File: config.mk
export PLATFORM = sky130hd
export DESIGN_NAME = uart_rx
export DESIGN_NICKNAME = d
export VERILOG_FILES = /design/src/rtl/uart_rx.sv
export SDC_FILE = /design/constraint.sdc
export NUM_CORES = 1
export LEC_CHECK = 0
export CAP_MARGIN = 25
export CORE_UTILIZATION = 52
export CTS_BUF_LIST = sky130_fd_sc_hd__clkbuf_16
export CTS_CLUSTER_DIAMETER = 150
export CTS_CLUSTER_SIZE = 20
export DETAILED_ROUTE_END_ITERATION = 16
export HOLD_SLACK_MARGIN = 0.02
export PLACE_DENSITY = 0.95
export REMOVE_ABC_BUFFERS = 1
export SLEW_MARGIN = 10
export SYNTH_ARGS = -nofsm -noshare
export SYNTH_HDL_FRONTEND = slang
export SYNTH_SLANG_ARGS = --single-unit
export TNS_END_PERCENT = 30
File: constraint.sdc
create_clock -name clock -period 6.1 [get_ports clock]
set_clock_uncertainty 0.1 [all_clocks]
set_input_delay 1.525 -clock clock [delete_from_list [all_inputs] [get_ports clock]]
set_output_delay 1.525 -clock clock [all_outputs]
set_load 0.1 [all_outputs]
File: src/rtl/uart_rx.sv
// uart_rx: memory-mapped 8N1 UART receiver with a single holding register
// (or an 8-entry FIFO when UART_RX_FIFO_EN is defined); bus responses are registered.
`timescale 1ns/1ps

package uart_rx_pkg;

  typedef struct packed {
    logic        mem_valid;
    logic [31:0] mem_addr;
    logic [3:0]  mem_wstrb;
    logic [31:0] mem_wdata;
  } mem_in_type;

  typedef struct packed {
    logic [31:0] mem_rdata;
    logic        mem_error;
    logic        mem_ready;
  } mem_out_type;

endpackage

module uart_rx
  import uart_rx_pkg::*;
#(
  parameter int clock_rate = 16
) (
  input  logic        clock,
  input  logic        reset,
  input  mem_in_type  uart_in,
  output mem_out_type uart_out,
  output logic        rx_irq,
  input  logic        rx
);

  localparam logic [31:0] HALF_M1 = 32'(clock_rate / 2) - 32'd1;
  localparam logic [31:0] LAST    = 32'(clock_rate - 1);

  typedef enum logic [1:0] {IDLE, START, DATA, STOP} state_t;

  state_t      state_q;
  logic [31:0] cnt_q;
  logic [2:0]  bit_q;
  logic [7:0]  shift_q;
  logic        rx_meta_q, rx_s_q, rx_prev_q;
  logic        push_q, ferr_q;
  logic [7:0]  push_dat_q;

  logic        ovr_q, frm_q;
  logic        ovr_d, frm_d, ovr_set;
  logic        resp_rdy_q, resp_err_q, irq_q;
  logic [31:0] resp_dat_q;

  logic        rd_req, addr_data, addr_stat, pop_req, stat_rd, pop;
  logic [7:0]  rd_byte;
  logic [3:0]  cur_cnt;
  logic        cur_vld, vld_d;

  logic        unused_wdata;
  assign unused_wdata = ^uart_in.mem_wdata;

  // Receive FSM; push_q/ferr_q are one-cycle pulses towards the storage side.
  always_ff @(posedge clock or negedge reset) begin
    if (!reset) begin
      state_q    <= IDLE;
      cnt_q      <= '0;
      bit_q      <= '0;
      shift_q    <= '0;
      rx_meta_q  <= 1'b1;
      rx_s_q     <= 1'b1;
      rx_prev_q  <= 1'b1;
      push_q     <= 1'b0;
      ferr_q     <= 1'b0;
      push_dat_q <= '0;
    end else begin
      rx_meta_q <= rx;
      rx_s_q    <= rx_meta_q;
      rx_prev_q <= rx_s_q;
      push_q    <= 1'b0;
      ferr_q    <= 1'b0;
      case (state_q)
        IDLE: begin
          cnt_q <= '0;
          if (rx_prev_q && !rx_s_q) state_q <= START;
        end
        START: begin
          if (cnt_q == HALF_M1) begin
            cnt_q   <= '0;
            bit_q   <= '0;
            state_q <= rx_s_q ? IDLE : DATA;
          end else begin
            cnt_q <= cnt_q + 32'd1;
          end
        end
        DATA: begin
          if (cnt_q == LAST) begin
            cnt_q   <= '0;
            shift_q <= {rx_s_q, shift_q[7:1]};
            bit_q   <= bit_q + 3'd1;
            if (bit_q == 3'd7) state_q <= STOP;
          end else begin
            cnt_q <= cnt_q + 32'd1;
          end
        end
        STOP: begin
          if (cnt_q == LAST) begin
            cnt_q      <= '0;
            state_q    <= IDLE;
            push_q     <= rx_s_q;
            ferr_q     <= !rx_s_q;
            push_dat_q <= shift_q;
          end else begin
            cnt_q <= cnt_q + 32'd1;
          end
        end
        default: state_q <= IDLE;
      endcase
    end
  end

  always_comb begin
    rd_req    = uart_in.mem_valid && (uart_in.mem_wstrb == 4'd0);
    addr_data = (uart_in.mem_addr == 32'h0);
    addr_stat = (uart_in.mem_addr == 32'h8);
    pop_req   = rd_req && addr_data;
    stat_rd   = rd_req && addr_stat;
  end

`ifdef UART_RX_FIFO_EN
  logic [7:0] mem_q [8];
  logic [2:0] wr_ptr_q, rd_ptr_q;
  logic [3:0] fcnt_q, fcnt_d;
  logic       accept;

  // A full FIFO still accepts a byte when a pop frees a slot in the same cycle.
  always_comb begin
    pop     = pop_req && (fcnt_q != 4'd0);
    accept  = push_q && ((fcnt_q != 4'd8) || pop);
    ovr_set = push_q && !accept;
    fcnt_d  = fcnt_q + {3'd0, accept} - {3'd0, pop};
    rd_byte = mem_q[rd_ptr_q];
    cur_vld = (fcnt_q != 4'd0);
    cur_cnt = fcnt_q;
    vld_d   = (fcnt_d != 4'd0);
  end

  always_ff @(posedge clock or negedge reset) begin
    if (!reset) begin
      for (int i = 0; i < 8; i++) mem_q[i] <= '0;
      wr_ptr_q <= '0;
      rd_ptr_q <= '0;
      fcnt_q   <= '0;
    end else begin
      if (accept) begin
        mem_q[wr_ptr_q] <= push_dat_q;
        wr_ptr_q        <= wr_ptr_q + 3'd1;
      end
      if (pop) rd_ptr_q <= rd_ptr_q + 3'd1;
      fcnt_q <= fcnt_d;
    end
  end
`else
  logic       hold_vld_q, hold_vld_d;
  logic [7:0] hold_dat_q, hold_dat_d;

  // A byte arriving on the cycle the old one is read replaces it without overrun.
  always_comb begin
    pop        = pop_req && hold_vld_q;
    hold_vld_d = hold_vld_q && !pop;
    hold_dat_d = hold_dat_q;
    ovr_set    = 1'b0;
    if (push_q) begin
      if (hold_vld_q && !pop) begin
        ovr_set = 1'b1;
      end else begin
        hold_vld_d = 1'b1;
        hold_dat_d = push_dat_q;
      end
    end
    rd_byte = hold_dat_q;
    cur_vld = hold_vld_q;
    cur_cnt = 4'd0;
    vld_d   = hold_vld_d;
  end

  always_ff @(posedge clock or negedge reset) begin
    if (!reset) begin
      hold_vld_q <= 1'b0;
      hold_dat_q <= '0;
    end else begin
      hold_vld_q <= hold_vld_d;
      hold_dat_q <= hold_dat_d;
    end
  end
`endif

  always_comb begin
    ovr_d = (ovr_q && !stat_rd) || ovr_set;
    frm_d = (frm_q && !stat_rd) || ferr_q;
  end

  always_ff @(posedge clock or negedge reset) begin
    if (!reset) begin
      ovr_q      <= 1'b0;
      frm_q      <= 1'b0;
      resp_rdy_q <= 1'b0;
      resp_err_q <= 1'b0;
      resp_dat_q <= '0;
      irq_q      <= 1'b0;
    end else begin
      ovr_q      <= ovr_d;
      frm_q      <= frm_d;
      irq_q      <= vld_d;
      resp_rdy_q <= uart_in.mem_valid;
      resp_err_q <= uart_in.mem_valid && !(addr_data || addr_stat);
      resp_dat_q <= '0;
      if (pop) resp_dat_q <= {24'd0, rd_byte};
      else if (stat_rd) resp_dat_q <= {24'd0, cur_cnt, 1'b0, frm_q, ovr_q, cur_vld};
    end
  end

  assign uart_out.mem_rdata = resp_dat_q;
  assign uart_out.mem_error = resp_err_q;
  assign uart_out.mem_ready = resp_rdy_q;
  assign rx_irq             = irq_q;

endmodule
Yosys cells after proc, flatten, opt, wreduce, memory -nomap -nowiden
Index checks and enable logic that the tools add are counted.
{"block": "op_classes", "n_addsub": 2, "multipliers": 0, "n_div": 0, "order_cmp": 0, "n_eq_ne": 12, "n_shift": 0, "muxes": 22, "bitwise_logic": 1, "reduce_logical": 26}
{"op": "$pmux W32 S3", "n": 1}
{"op": "$eq A32 B4 Y1 const B", "n": 2}
{"op": "$mux W32", "n": 2}
{"op": "$add A32 B1 Y32 const B", "n": 1}
{"op": "$eq A32 B3 Y1 const B", "n": 1}
{"op": "$logic_not A32 Y1", "n": 1}
{"op": "$mux W2", "n": 6}
{"op": "$ne A2 B2 Y1 const B", "n": 5}
{"op": "$logic_and A1 B1 Y1", "n": 9}
{"op": "$mux W3", "n": 3}
{"op": "$mux W8", "n": 1}
{"op": "$pmux W2 S4", "n": 1}
{"op": "$mux W1", "n": 7}
{"op": "$pmux W3 S2", "n": 1}
{"op": "$reduce_and A2 Y1", "n": 3}
{"op": "$reduce_and A5 Y1", "n": 1}
{"op": "$eq A2 B2 Y1 const B", "n": 2}
{"op": "$logic_not A1 Y1", "n": 4}
{"op": "$logic_not A4 Y1", "n": 1}
{"op": "$add A3 B1 Y3 const B", "n": 1}
{"op": "$eq A3 B3 Y1 const B", "n": 1}
{"op": "$logic_or A1 B1 Y1", "n": 3}
{"op": "$reduce_and A3 Y1", "n": 1}
{"op": "$eq A2 B1 Y1 const B", "n": 1}
{"op": "4 further kinds", "n": 4}
{"block": "word_totals", "regBits": 103, "latchBits": 0, "ramBits": 0, "romBits": 0, "inputBits": 72, "out_inout_bits": 35, "wordCells": 80, "n_memories": 0}

Longest topological paths before layout
Gate-level depths: netlist (run 1).
{"block": "logic_depth", "ltp_word": 9, "depth_mapped": 7, "depth_no_buf": 6}

Worst setup path before layout (run 1)
OpenSTA, ideal clock, no wires.
{"block": "synth_path", "kind": "input port to flip-flop", "startpoint": "input uart_in[49] in the netlist's numbering", "endpoint": "register hold_dat_q[0]", "setup_ps": 125, "arrival_ps": 2831, "required_ps": 5875, "setup_slack_ps": 3045, "stages": 5, "path_buffers": 0, "path_cell_list": "nor4_1 -> nand4_1 -> o41ai_2 -> nand2_2 -> mux2_2"}
{"block": "synth_between", "elab_chain_len": 7}
{"element": "start, declared", "line_no": "29", "rtl": "input mem_in_type uart_in,"}
{"element": "$logic_not A32 Y1", "line_no": "122", "rtl": "addr_data = (uart_in.mem_addr == 32'h0);"}
{"element": "$logic_and A1 B1 Y1", "line_no": "124", "rtl": "pop_req = rd_req && addr_data;"}
{"element": "$logic_and A1 B1 Y1", "line_no": "167", "rtl": "pop = pop_req && hold_vld_q;"}
{"element": "$logic_not A1 Y1", "line_no": "172", "rtl": "if (hold_vld_q && !pop) begin"}
{"element": "$logic_and A1 B1 Y1", "line_no": "172"}
{"element": "$not A1 Y1 (no line)"}
{"element": "$reduce_and A2 Y1 (no line)"}
{"element": "end signal, assigned", "line_no": "191", "rtl": "hold_dat_q <= hold_dat_d;"}
{"element": "end, declared", "line_no": "163", "rtl": "logic [7:0] hold_dat_q, hold_dat_d;"}
No other way between the ends.
A chain may end at the register's enable or synchronous reset.

Final worst setup path (run 1)
{"block": "layout_path", "startpoint": "input uart_in[53] in the netlist's numbering", "endpoint": "register ovr_q"}
{"block": "layout_between", "elab_chain_len": 8, "word_cells_on_any_way": 12, "cone_classes": "eq/ne: 1; mux: 2; reduce/logical: 9"}
{"element": "$logic_not A32 Y1", "line_no": "122"}
{"element": "$logic_and A1 B1 Y1", "line_no": "124"}
{"element": "$logic_and A1 B1 Y1", "line_no": "167"}
{"element": "$logic_not A1 Y1", "line_no": "172"}
{"element": "$logic_and A1 B1 Y1", "line_no": "172"}
{"element": "$mux W1", "line_no": "172"}
{"element": "$mux W1", "line_no": "171", "rtl": "if (push_q) begin"}
{"element": "$logic_or A1 B1 Y1 *", "line_no": "197", "rtl": "ovr_d = (ovr_q && !stat_rd) || ovr_set;"}
{"element": "via ovr_d", "line_no": "49", "rtl": "logic ovr_d, frm_d, ovr_set;"}
{"element": "end signal, assigned", "line_no": "210", "rtl": "ovr_q <= ovr_d;"}
{"element": "end, declared", "line_no": "48", "rtl": "logic ovr_q, frm_q;"}
Mark *: on every way through the listed nets, which the timed path passes. The rest lies on a longest branch.

==> results, run 1 <==
- The run finished with clean final reports.
- The final instance area is ~4500 sq um.
- Once placement finished, the instance area stood at between 4000 and 5000 sq um.
- Yosys mapped a number of flops with a built-in enable equal to 0.
- Among all flip-flop cells after synthesis, the most frequent one is sky130_fd_sc_hd__dfrtp_1.
- In this run the remaining antenna-violating nets after routing total 0.
- For this run, the register share of the synthesized area comes to roughly 52%.
- The clock period minus final worst setup slack is around 3.7 ns.
- For the pin with the worst max-slew slack, the measured transition is roughly 1.0 ns.
- Across all layers, the routed design uses between 2000 and 3000 vias.
- The top cell family by delay on the critical path is simple AND/OR/NAND/NOR gates.
- The die covers around 7600 sq um.
- The routed wire length on met2 is approximately 4200 microns.
- The total area of sequential cells is between 1500 and 2000 sq um.
- The normalized max-slew margin is between 30 and 40%.
- The critical path in this run is classified as in -> reg.
- The number of setup buffers added after CTS is 0.
- The cell type with the largest total area after synthesis is sky130_fd_sc_hd__dfrtp_1.
- The worst hold path belongs to the class reg -> reg.
- The first detailed-routing pass took 4 iterations.
- The number of pins exceeding their max-slew limit in the final report is 0.
- The number of endpoints failing setup at the final stage is 0.
- The critical path goes through clkdlybuf4s50_1 -> nor4_1 -> nand4_1 -> nor3_1 -> a21bo_2 -> a22oi_1.
- The root buffer selected by CTS is sky130_fd_sc_hd__clkbuf_16.
- Routability-driven placement finished with a final weighted congestion of roughly 0.78.
- In the global route stage, overall resource usage came out at between 20% and 30%.
- Of all nets on the critical path, the largest fanout is 9.
- The first-pass GRT wire length is roughly 12000 microns.
- The wire length on met3 is between 500 and 600 microns.
- The number of library cell types mapped by synthesis is 40.
- The type of element capturing the critical path is a flop.
- The average detailed-routed wire length per instance is approximately 16 microns.
- The number of nets in the layout is 473.
- Summed over all layers, the global routing overflow is 0.
- Relative to the synthesized area, the layout overhead comes to 20.3%.
- After layout, the worst path uses between 60% and 70% of the clock period.
- The launching element type of the critical path is a primary input.
- Setup repair after global routing left no endpoint under its margin.
- The clock passes through at most 2 buffers.
- The highest attainable clock frequency is 273 MHz.
- The biggest cell delay along the critical path is roughly 0.8 ns.
- The footprint of the multi-input gates is 1590 sq um.
- The core area is around 6900 sq um.
- The synthesized netlist occupies a cell area of around 3800 sq um.
- The highest signal layer in the routed design is met4.
- Each instance of the synthesized netlist takes up on average 10.6 sq um.
- The die is just under 90 microns tall.
- The fraction of synthesis flops using an asynchronous set or reset pin is 100%.
- The fraction of final layout cells sized beyond drive strength 1 is around an eighth.
- Setup total negative slack on the finished layout was measured at 0 ns.
- Summed over all cells, the static leakage comes to about 2.1 nW.
- In the synthesized netlist, the number of instances is ~360.
- The tool flagged a number of max-cap violations equal to 0.
- Dividing the detail-routed via count by the number of cells gives roughly 5.5.
- Entering global routing, the biggest net connects 80 pins.
- After legalization and detailed placement, the total HPWL measured roughly 5300 microns.
- The DRC violation count after routing is 0.
- Counting flops and latches in the post-synthesis netlist gives 79.
- The number of buffer and inverter instances along the worst setup path is 1.
- Gates resized during post-CTS repair numbered 0.
- The detailed router put a total of ~3100 microns of wire on met1.
- The count of endpoints failing hold in the final timing report was 0.
- The top cell type's share of synthesized area is around half.
- After filler insertion, the fill cell instance count of the layout stands at slightly below 500.
- The number of antenna violations at the first check in global routing is 0.
- The CTS buffer count is 9.
- The total clock sinks is 79.
- The number of global-route vias before repair is 2678.
- The power density over cell area is approximately 310 nW/um^2.
- Ranked by total cell area, the synthesized netlist is headed by sky130_fd_sc_hd__dfrtp_1 (50%), sky130_fd_sc_hd__mux2_2 (7.1%), sky130_fd_sc_hd__buf_4 (5.6%), sky130_fd_sc_hd__xnor2_1 (4.4%), sky130_fd_sc_hd__nor2_1 (4.3%).
- The worst endpoint required time is approximately 6.2 ns.
- The die outline width is roughly 87 microns.
- The starting density of the core is between 50% and 60%.
- The critical-path cell with the highest stage delay is sky130_fd_sc_hd__nor3_1.
- The number of I/O pins is ~110.
- For this design, the CTS-stage hold fixing added 0 buffers.
- The H-tree was split into 3 levels.
- The wire length reported by the detailed router is roughly 7900 microns.
- Across the VDD grid, the largest voltage drop is between 0.0002 and 0.00025 V.
- 0 antenna diodes ended up in the layout.
- The clock transition at the registers of the reported paths is around 0.070 ns.
- STA puts the critical path data arrival time at approximately 3.7 ns.
- TritonCTS built the clock tree.
- The number of design-rule violations left by the first detailed-router iteration is 148.
- The number of placement rows is 30.
- The count of port buffers added during placement is 50.
- The clock reaches the later pin of the worst-skew pair after ~0.34 ns.
- The synthesis warning total is 0.
==> layout by cell type (no fill, tap or decap), types with 4 or more instances in the layout <==
cell type	count
sky130_fd_sc_hd__inv_1	5
sky130_fd_sc_hd__nand2_1	19
sky130_fd_sc_hd__xnor2_1	19
sky130_fd_sc_hd__and3_1	12
sky130_fd_sc_hd__o21ai_0	7
sky130_fd_sc_hd__nor2_1	43
sky130_fd_sc_hd__conb_1	24
sky130_fd_sc_hd__xor2_1	11
sky130_fd_sc_hd__mux2_2	24
sky130_fd_sc_hd__dfrtp_1	76
sky130_fd_sc_hd__and4_1	6
sky130_fd_sc_hd__nor3_1	10
sky130_fd_sc_hd__clkbuf_16	9
sky130_fd_sc_hd__clkdlybuf4s50_1	49
sky130_fd_sc_hd__nor4_1	20
sky130_fd_sc_hd__nand4_1	9
sky130_fd_sc_hd__nand3_1	14
sky130_fd_sc_hd__nor3b_1	4
==> per-stage QoR <==
step / utilization (%) / total power, mW / hold WS, ns / worst slack [ns] / std cells
after floorplan: - / 0.786 / 0.245 / 3.04 / 336
after global placement: 61.0 / 0.854 / 0.248 / 2.30 / 482
after detailed placement: 61.0 / 0.865 / 0.250 / 2.18 / 482
after CTS: 65.5 / 1.42 / 0.260 / 2.48 / 498
after global routing: 65.9 / 1.47 / 0.267 / 2.29 / 499
final: 65.9 / 1.42 / 0.258 / 2.44 / 499
==> cells by family after synthesis <==
group,synth area share [%]
flops,52.4
buf+inv,7.71
fa+ha+maj,0.993
other cells,0.0992
xor+xnor,6.95
simple gates,20.2
mux,7.15
compound gates,4.50
==> worst paths after layout <==
path,start,endpoint,slack (ns),cells past startpoint
worst max-delay path,uart_in[53],ovr_q,2.44,6
worst min-delay path,rx_meta_q,rx_s_q,0.26,0
worst max register to register,cnt_q[15],push_dat_q[5],3.67,5
worst min register to register,rx_meta_q,rx_s_q,0.26,0
max in group asynchronous,reset,rx_s_q,4.38,2
min in group asynchronous,reset,resp_dat_q[2],0.91,1
==> final cells by class <==
cell class | count | area share (%)
multi-input combinational | 252 | 35.0
inverter | 5 | 0.413
timing repair buffer | 51 | 11.6
tap | 96 | 2.64
clock inverter | 7 | 1.84
sequential | 79 | 43.5
clock buffer | 9 | 4.95
==> Yosys cell counts (5+ instances only) <==
| cell type | number |
|---|---|
| sky130_fd_sc_hd__and3_1 | 12 |
| sky130_fd_sc_hd__and4_1 | 6 |
| sky130_fd_sc_hd__buf_2 | 8 |
| sky130_fd_sc_hd__buf_4 | 28 |
| sky130_fd_sc_hd__clkbuf_1 | 6 |
| sky130_fd_sc_hd__dfrtp_1 | 76 |
| sky130_fd_sc_hd__inv_1 | 5 |
| sky130_fd_sc_hd__mux2_2 | 24 |
| sky130_fd_sc_hd__nand2_1 | 19 |
| sky130_fd_sc_hd__nand3_1 | 14 |
| sky130_fd_sc_hd__nand4_1 | 9 |
| sky130_fd_sc_hd__nor2_1 | 43 |
| sky130_fd_sc_hd__nor3_1 | 10 |
| sky130_fd_sc_hd__nor4_1 | 20 |
| sky130_fd_sc_hd__o21ai_0 | 7 |
| sky130_fd_sc_hd__xnor2_1 | 19 |
| sky130_fd_sc_hd__xor2_1 | 11 |
==> report_power, final <==
part           internal, mW  switching, mW
clock                 0.325          0.227
sequential            0.555         0.0503
combinational        0.0802          0.179
total                 0.960          0.456
==> state kept, by name (all words and copies together), names as in the netlist, named ones only <==
name        flops
frm_q           1
shift_q         8
rx_irq          1
ovr_q           1
resp_dat_q      8
hold_dat_q      8
resp_rdy_q      1
state_q         1
rx_meta_q       1
resp_err_q      1
rx_prev_q       1
rx_s_q          1
bit_q           3
push_q          1
ferr_q          1
cnt_q          32
push_dat_q      8
==> worst register-to-register path: cells and delay by family, from the launching register on <==
family | cells | cell delay [ns]
flops | 1 | 0.42
mux | 1 | 0.40
simple gates | 4 | 1.41
==> layer usage <==
metal	GRT usage, %	up-vias
li1	-	1278
met1	24.3	1363
met2	38.7	104
met3	5.21	9
met4	8.49	0
met5	0	-
No activity file was read; power rests on OpenSTA's default activity.
==> run 2: changes to the inputs <==
--- a/config.mk
+++ b/config.mk
@@ -6,13 +6,13 @@
 export NUM_CORES = 1
 export LEC_CHECK = 0
 export CAP_MARGIN = 25
-export CORE_UTILIZATION = 52
+export CORE_UTILIZATION = 48
 export CTS_BUF_LIST = sky130_fd_sc_hd__clkbuf_16
 export CTS_CLUSTER_DIAMETER = 150
 export CTS_CLUSTER_SIZE = 20
 export DETAILED_ROUTE_END_ITERATION = 16
 export HOLD_SLACK_MARGIN = 0.02
-export PLACE_DENSITY = 0.95
+export PLACE_DENSITY = 0.89
 export REMOVE_ABC_BUFFERS = 1
 export SLEW_MARGIN = 10
 export SYNTH_ARGS = -nofsm -noshare
==> constraint.sdc (replaced) <==
create_clock -name clock -period 3.5 [get_ports clock]
set_clock_uncertainty 0.1 [all_clocks]
set_input_delay 0.875 -clock clock [delete_from_list [all_inputs] [get_ports clock]]
set_output_delay 0.875 -clock clock [all_outputs]
set_load 0.1 [all_outputs]
==> results, run 2 (synthesis results as in run 1) <==
- The sum of overflow across all layers after global routing is 0 (unchanged).
- The fraction of final layout cells sized beyond drive strength 1 is 15.6% (+2.9 points).
- The number of antenna diodes is 0 (unchanged).
- The total setup buffers inserted after CTS is 0 (unchanged).
- The flow ran to the end, and the final reports show no timing, DRC or antenna violations.
- The type of element capturing the critical path is a flop.
- The core area was 7450 sq um (+7.8%).
- The first-pass detailed-route iteration total is 4 (unchanged).
- The most flop-heavy register is cnt_q.
- The final cell count without fillers is 503 (+0.80%).
- The clock transition at the registers of the reported paths was 0.06 ns (about the same).
- The setup slack on the worst flop-to-flop path is 1.10 ns (-2.57 ns).
- The wire length reported by the detailed router is 7230 microns (-8.9%).
- The cell count of the worst hold path came to 0 (unchanged).
- The clock period minus final worst setup slack is approximately 2.7 ns.
- The top cell types in the final layout, fill and taps aside, are sky130_fd_sc_hd__dfrtp_1 (76), sky130_fd_sc_hd__nor2_1 (43), sky130_fd_sc_hd__clkdlybuf4s50_1 (38).
- The tightest hold margin was 0.259 ns (+0.000949 ns).
- The count of endpoints failing hold in the final timing report is 0 (unchanged).
- The number of filler cells placed in the layout came to 588 (+20%).
- In the finished design, the share of the clock period the worst path needs comes to between 70% and 80%.
- The summed negative setup slack over all endpoints is 0 ns (unchanged).
- The highest ir drop seen on vdd is 0.000380 V (+56%).
- The CTS buffer count was 9 (unchanged).
- The number of endpoints failing setup at the final stage is 0 (unchanged).
- The total vias in the final route is 2673 (-2.9%).
- The number of global-route vias before repair is 2660 (-0.67%).
- The startpoint identified for the worst register-to-register timing path is cnt_q[15].
- The number of H-tree branching levels was 3 (unchanged).
- The clock tree from TritonCTS is done.
- The die extent in y is 90.7 microns (+4.0%).
- The min-delay analysis places its worst path in the category reg -> reg.
- The last weighted congestion value of the routability-driven placer is 0.816 (+4.3%).
- The critical path is of the in -> reg type.
- The number of antenna violations at the first check in global routing is 0 (unchanged).
- The most common cell after layout, fill and taps aside is sky130_fd_sc_hd__dfrtp_1.
- The number of I/O pins is 107 (unchanged).
- The worst hold path terminates at rx_s_q.
- The cell sitting at the root of the clock tree is a sky130_fd_sc_hd__clkbuf_16.
- The post-detailed-placement half-perimeter wirelength is 4980 microns (-6.0%).
- The number of design-rule violations left by the first detailed-router iteration is 112 (-24%).
- The fraction of met1 tracks used by global routing came to 20.6% (-3.7 points).
- The count of nets left with antenna violations after detail routing is 0 (unchanged).
- The post-synthesis to final-layout area growth is 19.9%.
- The average detailed-routed wire length per instance came to 14.4 microns (-9.6%).
- The startpoint of the tightest hold check path is rx_meta_q.
- After global routing, the most crowded layer is met2.
- The area of placed instances was 4200 sq um (-0.39%).
- The routing usage on met3 came to 6.40% (+1.2 points).
- The met2 track utilization from global routing was 34.9% (-3.8 points).
- The count of port buffers added during placement is 50 (unchanged).
- The maximum number of pins on one net before global-route repair was 80 (unchanged).
- The DRC violation count after routing came to 0 (unchanged).
- The die outline width was 90.7 microns (+4.0%).
- The worst endpoint required time is 3.62 ns (-2.55 ns).
- The number of buffers inserted by hold repair at cts is 0 (unchanged).
- The floorplan die area is 8230 sq um (+8.1%).
- The total clock sinks was 79 (unchanged).
- The arrival time at the worst endpoint came to 2.82 ns (-0.92 ns).
- The launching element type of the critical path is a primary input.
- The footprint of the multi-input gates is 1590 sq um (unchanged).
- The normalized max-slew margin came to 62.4% (+29 points).
- The flip-flop count of the largest register, all copies and words added came to 32 (unchanged).
- Setup repair after global routing left no endpoint under its margin.
- The capture instance of the worst register-to-register path is push_dat_q[4].
- The first-pass GRT wire length is 12300 microns (+0.45%).
- The final instance area came to 4530 sq um (-0.36%).
- The starting density of the core is 50.8% (-4.0 points).
- The ratio of routed vias to standard cells is 5.31 (-3.7%).
- The maximum fanout along the worst path was 8 (-1).
- The number of nets in the layout came to 474 (+0.21%).
- The clock tree buffer depth is 2 (unchanged).
- The total area of sequential cells is 1980 sq um (unchanged).
- The worst reg-to-reg path cell count is 5 (unchanged).
- The leakage power of the design is 2.11 nW (+1.2%).
- The clock latency on the worst-skew pair was 0.33 ns (about the same).
- The power density over cell area was 541 nW/um^2 (+74%).
- The number of placed cells counting well taps was 486 (+0.83%).
- The highest attainable clock frequency is roughly 370 MHz.
- The total global-route track usage is 18.8% (-2.6 points).
- The number of placement rows is 31 (+3.3%).
- The number of pins exceeding their max-slew limit in the final report is 0 (unchanged).
- The max-cap violation count is 0 (unchanged).
- The total of cells resized after clock tree synthesis is 0 (unchanged).
- The transition time at the pin with the least slew margin is 0.562 ns (-0.438 ns).
## run 2: changes by cell type in the layout (fill, tap and decap cells not counted), sizes merged
| cell | before | now |
|---|---|---|
| clkdlybuf4s50 | 49 | 38 |
| buf | 2 | 14 |
## run 2: final cells by class
| type | instances | area share [%] |
|---|---|---|
| Clock buffer | 9 | 4.97 |
| Clock inverter | 7 | 1.85 |
| Inverter | 5 | 0.414 |
| Multi-Input combinational cell | 252 | 35.2 |
| Sequential cell | 79 | 43.7 |
| Tap cell | 99 | 2.73 |
| Timing Repair Buffer | 52 | 11.2 |
## run 2: worst max-delay path, stage by stage
cell and delay (ns):
sky130_fd_sc_hd__clkdlybuf4s50_1 0.39, sky130_fd_sc_hd__nor4_1 0.31, sky130_fd_sc_hd__nand4_1 0.27, sky130_fd_sc_hd__o41ai_2 0.44
sky130_fd_sc_hd__nand2_2 0.20, sky130_fd_sc_hd__mux2_2 0.32
## run 2: per-stage QoR
| stage | power (mW) | setup WS, ns | util, % |
|---|---|---|---|
| floorplan | 1.37 | 1.09 | - |
| global placement | 1.49 | 0.464 | 56.3 |
| detailed placement | 1.51 | 0.423 | 56.3 |
| CTS | 2.46 | 0.770 | 60.5 |
| global route | 2.55 | 0.552 | 60.9 |
| finish | 2.45 | 0.800 | 60.9 |
## run 2: power breakdown
part | internal, mW | total [mW] | switching [mW]
registers | 0.968 | 1.05 | 0.0856
logic | 0.138 | 0.444 | 0.305
clock network | 0.566 | 0.955 | 0.389
total | 1.67 | 2.45 | 0.780
## run 2: metal layers
layer,up-vias,share of wire [%]
li1,1276,-
met1,1296,40
met2,94,53
met3,7,6.1
met4,0,0.64
met5,-,0
## run 2: how the worst max path moves through the flow
stage	endpoint	from	slack [ns]	depth (start not counted)
2_1_floorplan	hold_dat_q[0]	uart_in[49]	1.09	5
3_3_place_gp	hold_dat_q[0]	uart_in[43]	0.46	6
3_5_place_dp	hold_dat_q[7]	uart_in[44]	0.42	6
4_1_cts	hold_dat_q[3]	uart_in[44]	0.77	6
5_1_grt	hold_dat_q[2]	uart_in[44]	0.55	6
6_report	hold_dat_q[1]	uart_in[44]	0.80	6
